## config.mk

```make
export PLATFORM = sky130hd
export DESIGN_NAME = disp_mux
export DESIGN_NICKNAME = d
export VERILOG_FILES = /design/src/rtl/disp_pkg.sv /design/src/rtl/bcd_to_7seg.sv /design/src/rtl/disp_mux.sv
export SDC_FILE = /design/constraint.sdc
export NUM_CORES = 1
export LEC_CHECK = 0
export BUFFER_PORTS_ARGS = -buffer_cell sky130_fd_sc_hd__clkbuf_2
export CORE_ASPECT_RATIO = 1.1
export CORE_UTILIZATION = 30
export DETAILED_ROUTE_END_ITERATION = 7
export PLACE_DENSITY = 0.48
export RECOVER_POWER = 50
export SYNTH_ARGS = -nofsm -noshare
export SYNTH_HDL_FRONTEND = slang
export SYNTH_SLANG_ARGS = --single-unit
```

## constraint.sdc

```tcl
create_clock -name dm_clock -period 2.1 [get_ports dm_clock]
set_input_delay 0.525 -clock dm_clock [delete_from_list [all_inputs] [get_ports dm_clock]]
set_output_delay 0.525 -clock dm_clock [all_outputs]
set_load 0.01 [all_outputs]
```

## src/rtl/disp_pkg.sv

```systemverilog
// Shared constants for the seven-segment display driver: segment patterns,
// anode encodings and the blink field selector.
package disp_pkg;

    localparam logic [6:0] SEG_0     = 7'h40;
    localparam logic [6:0] SEG_1     = 7'h79;
    localparam logic [6:0] SEG_2     = 7'h24;
    localparam logic [6:0] SEG_3     = 7'h30;
    localparam logic [6:0] SEG_4     = 7'h19;
    localparam logic [6:0] SEG_5     = 7'h12;
    localparam logic [6:0] SEG_6     = 7'h02;
    localparam logic [6:0] SEG_7     = 7'h78;
    localparam logic [6:0] SEG_8     = 7'h00;
    localparam logic [6:0] SEG_9     = 7'h10;
    localparam logic [6:0] SEG_BLANK = 7'h7F;

    localparam logic [5:0] ANODE_OFF = 6'h3F;

    typedef enum logic [1:0] {
        BLINK_NONE    = 2'b00,
        BLINK_HOURS   = 2'b01,
        BLINK_MINUTES = 2'b10,
        BLINK_SECONDS = 2'b11
    } blink_sel_e;

    // Active-low one-hot anode for a slot; slot 0 is the leftmost digit.
    function automatic logic [5:0] anode_onehot(input logic [2:0] slot);
        return ~(6'b000001 << slot);
    endfunction

endpackage

```

## src/rtl/bcd_to_7seg.sv

```systemverilog
// Combinational BCD to active-low seven-segment decoder {g,f,e,d,c,b,a};
// non-decimal codes decode to a dark digit.
module bcd_to_7seg
    import disp_pkg::*;
(
    input  logic [3:0] bcd_i,
    output logic [6:0] seg_o
);

    // Pattern lookup.
    always_comb begin
        seg_o = SEG_BLANK;
        case (bcd_i)
            4'd0:    seg_o = SEG_0;
            4'd1:    seg_o = SEG_1;
            4'd2:    seg_o = SEG_2;
            4'd3:    seg_o = SEG_3;
            4'd4:    seg_o = SEG_4;
            4'd5:    seg_o = SEG_5;
            4'd6:    seg_o = SEG_6;
            4'd7:    seg_o = SEG_7;
            4'd8:    seg_o = SEG_8;
            4'd9:    seg_o = SEG_9;
            default: seg_o = SEG_BLANK;
        endcase
    end

endmodule

```

## src/rtl/disp_mux.sv

```systemverilog
// Six-digit time-multiplexed common-anode display driver with per-frame
// snapshot of the time digits, leading-zero blanking and field blinking.
module disp_mux
    import disp_pkg::*;
#(
    parameter int SCAN_DIV     = 50000,
    parameter int BLINK_FRAMES = 128
) (
    input  logic       dm_clock,
    input  logic       dm_reset,
    input  logic       dm_enable,
    input  logic [1:0] dm_h_msd,
    input  logic [3:0] dm_h_lsd,
    input  logic [2:0] dm_m_msd,
    input  logic [3:0] dm_m_lsd,
    input  logic [2:0] dm_s_msd,
    input  logic [3:0] dm_s_lsd,
    input  logic [1:0] dm_blink_sel,
    input  logic       dm_lz_blank,
    output logic [6:0] dm_seg,
    output logic [5:0] dm_an,
    output logic       dm_dp,
    output logic       dm_frame
);

    localparam int PW = (SCAN_DIV > 1) ? $clog2(SCAN_DIV) : 1;
    localparam int FW = (BLINK_FRAMES > 1) ? $clog2(BLINK_FRAMES) : 1;
    localparam logic [PW-1:0] PRESC_LAST = PW'(SCAN_DIV - 1);
    localparam logic [FW-1:0] FRAME_LAST = FW'(BLINK_FRAMES - 1);

    logic [PW-1:0] presc_q, presc_d;
    logic [2:0]    idx_q, idx_d;
    logic [3:0]    sh0_q, sh1_q, sh2_q, sh3_q, sh4_q, sh5_q;
    logic [FW-1:0] fcnt_q, fcnt_d;
    logic          phase_q, phase_d;
    logic [6:0]    seg_q, seg_d;
    logic [5:0]    an_q, an_d;
    logic          dp_q, dp_d;
    logic          frame_q, frame_d;

    logic          snap_s;
    logic [3:0]    digit_s;
    logic [6:0]    dec_seg_s;
    blink_sel_e    field_s;
    logic          blanked_s;
    logic          lz_s;

    assign snap_s = dm_enable && (idx_q == 3'd0) && (presc_q == PW'(0));

    // Slot digit and the blink field that slot belongs to.
    always_comb begin
        digit_s = 4'hF;
        field_s = BLINK_NONE;
        case (idx_q)
            3'd0:    begin digit_s = sh0_q; field_s = BLINK_HOURS;   end
            3'd1:    begin digit_s = sh1_q; field_s = BLINK_HOURS;   end
            3'd2:    begin digit_s = sh2_q; field_s = BLINK_MINUTES; end
            3'd3:    begin digit_s = sh3_q; field_s = BLINK_MINUTES; end
            3'd4:    begin digit_s = sh4_q; field_s = BLINK_SECONDS; end
            3'd5:    begin digit_s = sh5_q; field_s = BLINK_SECONDS; end
            default: begin digit_s = 4'hF;  field_s = BLINK_NONE;    end
        endcase
    end

    bcd_to_7seg u_dec (
        .bcd_i (digit_s),
        .seg_o (dec_seg_s)
    );

    assign blanked_s = phase_q && (field_s != BLINK_NONE)
                       && (field_s == blink_sel_e'(dm_blink_sel));
    assign lz_s      = dm_lz_blank && (idx_q == 3'd0) && (sh0_q == 4'd0);

    // Scan position and blink state advance.
    always_comb begin
        presc_d = presc_q;
        idx_d   = idx_q;
        fcnt_d  = fcnt_q;
        phase_d = phase_q;
        if (dm_enable) begin
            if (presc_q == PRESC_LAST) begin
                presc_d = PW'(0);
                idx_d   = (idx_q == 3'd5) ? 3'd0 : idx_q + 3'd1;
            end else begin
                presc_d = presc_q + PW'(1);
            end
            if (snap_s) begin
                if (fcnt_q == FRAME_LAST) begin
                    fcnt_d  = FW'(0);
                    phase_d = ~phase_q;
                end else begin
                    fcnt_d = fcnt_q + FW'(1);
                end
            end else begin
                fcnt_d = fcnt_q;
            end
        end else begin
            presc_d = presc_q;
        end
    end

    // Next output values; the first cycle of each slot keeps anodes off so the
    // previous slot's segments never ghost onto the new digit.
    always_comb begin
        seg_d   = SEG_BLANK;
        an_d    = ANODE_OFF;
        dp_d    = 1'b1;
        frame_d = 1'b0;
        if (dm_enable) begin
            seg_d   = (blanked_s || lz_s) ? SEG_BLANK : dec_seg_s;
            an_d    = (presc_q == PW'(0)) ? ANODE_OFF : anode_onehot(idx_q);
            dp_d    = ((idx_q == 3'd1) || (idx_q == 3'd3)) ? blanked_s : 1'b1;
            frame_d = snap_s;
        end else begin
            frame_d = 1'b0;
        end
    end

    // State, shadow and output registers.
    always_ff @(posedge dm_clock) begin
        if (dm_reset) begin
            presc_q <= PW'(0);
            idx_q   <= 3'd0;
            sh0_q   <= 4'd0;
            sh1_q   <= 4'd0;
            sh2_q   <= 4'd0;
            sh3_q   <= 4'd0;
            sh4_q   <= 4'd0;
            sh5_q   <= 4'd0;
            fcnt_q  <= FW'(0);
            phase_q <= 1'b0;
            seg_q   <= SEG_BLANK;
            an_q    <= ANODE_OFF;
            dp_q    <= 1'b1;
            frame_q <= 1'b0;
        end else begin
            presc_q <= presc_d;
            idx_q   <= idx_d;
            fcnt_q  <= fcnt_d;
            phase_q <= phase_d;
            seg_q   <= seg_d;
            an_q    <= an_d;
            dp_q    <= dp_d;
            frame_q <= frame_d;
            if (snap_s) begin
                sh0_q <= {2'b00, dm_h_msd};
                sh1_q <= dm_h_lsd;
                sh2_q <= {1'b0, dm_m_msd};
                sh3_q <= dm_m_lsd;
                sh4_q <= {1'b0, dm_s_msd};
                sh5_q <= dm_s_lsd;
            end
        end
    end

    assign dm_seg   = seg_q;
    assign dm_an    = an_q;
    assign dm_dp    = dp_q;
    assign dm_frame = frame_q;

endmodule
```

==> impl_metrics.py <==
metrics = {
    "drt": {
        "wirelength_mm": 6.47,
        "vias_per_cell": 4.71,
        "first_pass_iters": 6,
        "via_count": 2402,
        "drt_iter0_drc": 71,
        "drc": 0,
        "wire_per_inst_um": 12.7,
        "ant_nets": 0,
    },
    "clock_network": {
        "clock_latency_ps": 360,
        "path_clk_slew_ps": 90,
        "cts_buffer_depth": 2,
        "post-cts-setup-buffers": 0,
        "cts_hold_buffers": 0,
        "cts_tree": "yes",
        "htreeDepth": 3,
        "root_buffer": "clkbuf_8",
        "clock-sinks": 62,
        "cts_buffers": 9,
    },
    "final_layout": {
        "num_antenna_cells": 0,
        "nets": 421,
        "syn2layout_area_growth_pct": 18.0,
        "fin_util_pct": 36.8,
        "drive_gt1_share_pct": 19.6,
        "design_area_um2": 3480,
    },
    "place": {
        "hpwl_mm": 4.60,
        "dpl_worst_slack_ps": 139,
        "placed_cell_area_um2": 3310,
        "gp_congestion": 0.781,
        "portBuffers": 40,
    },
    "synth": {
        "synth_area_leaders": "dfxtp_1 (42%), nand2_1 (8.4%), a21oi_1 (4.9%), nor2_1 (4.2%), xor2_1 (4.2%)",
        "synth_most_common_cell": "nand2_1",
        "yosysSeqAreaShare_pct": 42.1,
        "synth_common_cells": "nand2_1 (66), dfxtp_1 (62), nor2_1 (33)",
        "syn-num-nets": 376,
        "async_reset_ff_share_pct": 0,
        "synthFlopType": "dfxtp_1",
        "yosysWarnings": 0,
        "synth_edf_count": 0,
        "post_synth_inst_count": 343,
        "synthesis.area_um2": 2950,
        "synthDistinctLibCells": 62,
        "yosys.area.top_type": "dfxtp_1",
        "synth_top_area_share_pct": 42.1,
        "avgSynthCellArea_um2": 8.59,
        "synth_seq_cells": 62,
    },
    "floorplanning": {
        "io_pins": 41,
        "initial_core_util_pct": 31.2,
        "rows": 37,
        "die_area_um2": 10200,
        "core_um2": 9440,
        "fp.dieW_um": 96.5,
        "die_h_um": 106,
    },
    "power": {
        "p_comb_share_pct": 10.4,
        "irDropWorstVdd_v": 0.000274,
        "p_int_mw": 1.78,
        "powerDensity_nw_per_um2": 718,
        "clock_power_share_pct": 39.1,
        "switching_share_pct": 28.7,
        "power.leakage_nw": 1.31,
        "p_switching_mw": 0.716,
        "p_seq_share_pct": 50.5,
    },
    "sta": {
        "worstMarginPinSlew_ps": 576,
        "setup_ws_ps": 156,
        "fin_skew_ps": 17.0,
        "relSlewSlack_pct": 61.3,
        "hold_viol_final": 0,
        "finalSetupViolCount": 0,
        "finalCritPeriodShare_pct": 92.6,
        "drv_slew": 0,
        "period_minus_slack_ps": 1940,
        "setup_tns_ps": 0,
        "max_freq_ghz": 0.514,
    },
    "critical_path": {
        "start_kind": "flip-flop",
        "critPathMaxFanout": 9,
        "required_ps": 2320,
        "critPathArrivalTime_ps": 2160,
        "path_class": "flip-flop to flip-flop",
        "cp-end-kind": "flip-flop",
    },
    "outcome": {
        "status": "finished clean",
    },
    "worst_hold_path": {
        "worstHoldPathType": "input pin to flip-flop",
    },
    "grt": {
        "overflow": 0,
        "grt_pass1_vias": 2281,
        "grt_max_degree": 34,
        "track_usage_pct": 13.9,
        "antenna_found_initial": 0,
        "grt_pass1_wl_mm": 10.8,
    },
    "run": {
        "cap_violations": 0,
    },
}
==> through the flow <==
stage | power [mW] | instances | hold WS [ps]
2_1_floorplan | 1.46 | 343 | 432
3_3_place_gp | 1.55 | 494 | 449
3_5_place_dp | 1.55 | 494 | 447
6_report | 2.50 | 510 | 373
4_1_cts | 2.53 | 510 | 367
5_1_grt | 2.63 | 510 | 366
==> registers in the layout (all words and copies together) (netlist names) <==
name	count
sh4_q	3
dm_an	6
presc_q	16
sh2_q	3
phase_q	1
sh1_q	4
sh3_q	4
idx_q	3
sh0_q	2
dm_dp	1
sh5_q	4
dm_frame	1
fcnt_q	7
dm_seg	7
==> worst max-delay path: stages (launching register included) <==
cell	delay (ps)
dfxtp_1	310
and2_1	180
ha_4	190
mux4_2	480
nand2_2	130
inv_1	80
ha_2	270
nand2_1	60
o2111ai_1	100
==> timing repair <==
item / 4_1_cts / 5_1_grt
setup endpoints to repair: 0 / 11
hold endpoints to repair: 0 / 0
gates resized for setup: 0 / 3
==> kinds of logic after synthesis <==
logic type / share of synthesized area, %
compound gates: 12.7
xor+xnor: 5.94
fa+ha+maj: 2.97
buf+inv: 5.39
flops: 42.1
mux: 3.23
simple gates: 27.6
==> cell type report <==
| class | count | area (um2) |
|---|---|---|
| inverter | 7 | 26.3 |
| tap | 117 | 146 |
| sequential | 62 | 1240 |
| clock inverter | 7 | 55.1 |
| timing repair buffer | 55 | 319 |
| multi-input combinational | 253 | 1570 |
| fill | 1014 | 5970 |
| clock buffer | 9 | 124 |
==> layout by cell type, fill, tap and decap left out, drive strengths merged, types with 3 or more instances in the layout <==
cell type | synthesis | layout
and3 | 7 | 7
nor4 | 3 | 3
clkbuf | 7 | 49
mux2i | 5 | 5
and4 | 3 | 3
and2 | 8 | 8
nor2 | 33 | 33
a21oi | 29 | 29
ha | 7 | 7
xnor2 | 6 | 6
o21ai | 3 | 3
buf | 14 | 15
nand4 | 11 | 11
dfxtp | 62 | 62
nand2b | 3 | 3
a211oi | 3 | 3
nand3 | 8 | 8
nor3 | 8 | 8
nor3b | 3 | 3
xor2 | 14 | 14
nand2 | 67 | 67
inv | 7 | 11
==> power groups by stage <==
stage	sequential (mW)	clock [mW]	combinational (mW)
final	1.26	0.978	0.260
after floorplan	1.28	0	0.174
after global routing	1.27	1.07	0.295
after global placement	1.29	0	0.264
after CTS	1.26	1.01	0.266
after detailed placement	1.29	0	0.264
==> final timing paths <==
kind	to	slack [ps]	cells after the start	start
hold / removal	sh1_q[0]$_SDFFE_PP0N_	370	3	dm_h_lsd[0]
hold reg to reg	sh5_q[1]$_SDFFE_PP0N_	460	2	sh5_q[1]$_SDFFE_PP0N_
setup reg to reg	dm_seg[3]$_SDFF_PP1_	160	8	idx_q[1]$_SDFFE_PP0P_
setup / recovery	dm_seg[3]$_SDFF_PP1_	160	8	idx_q[1]$_SDFFE_PP0P_
==> layer usage <==
| layer | GRT usage (%) | share of wire [%] |
|---|---|---|
| met2 | 19.3 | 42 |
| met5 | 0 | 0 |
| met1 | 19.6 | 51 |
| met4 | 6.30 | 1.7 |
| met3 | 4.15 | 4.5 |
Note: power is estimated with default switching activity, not from simulation.
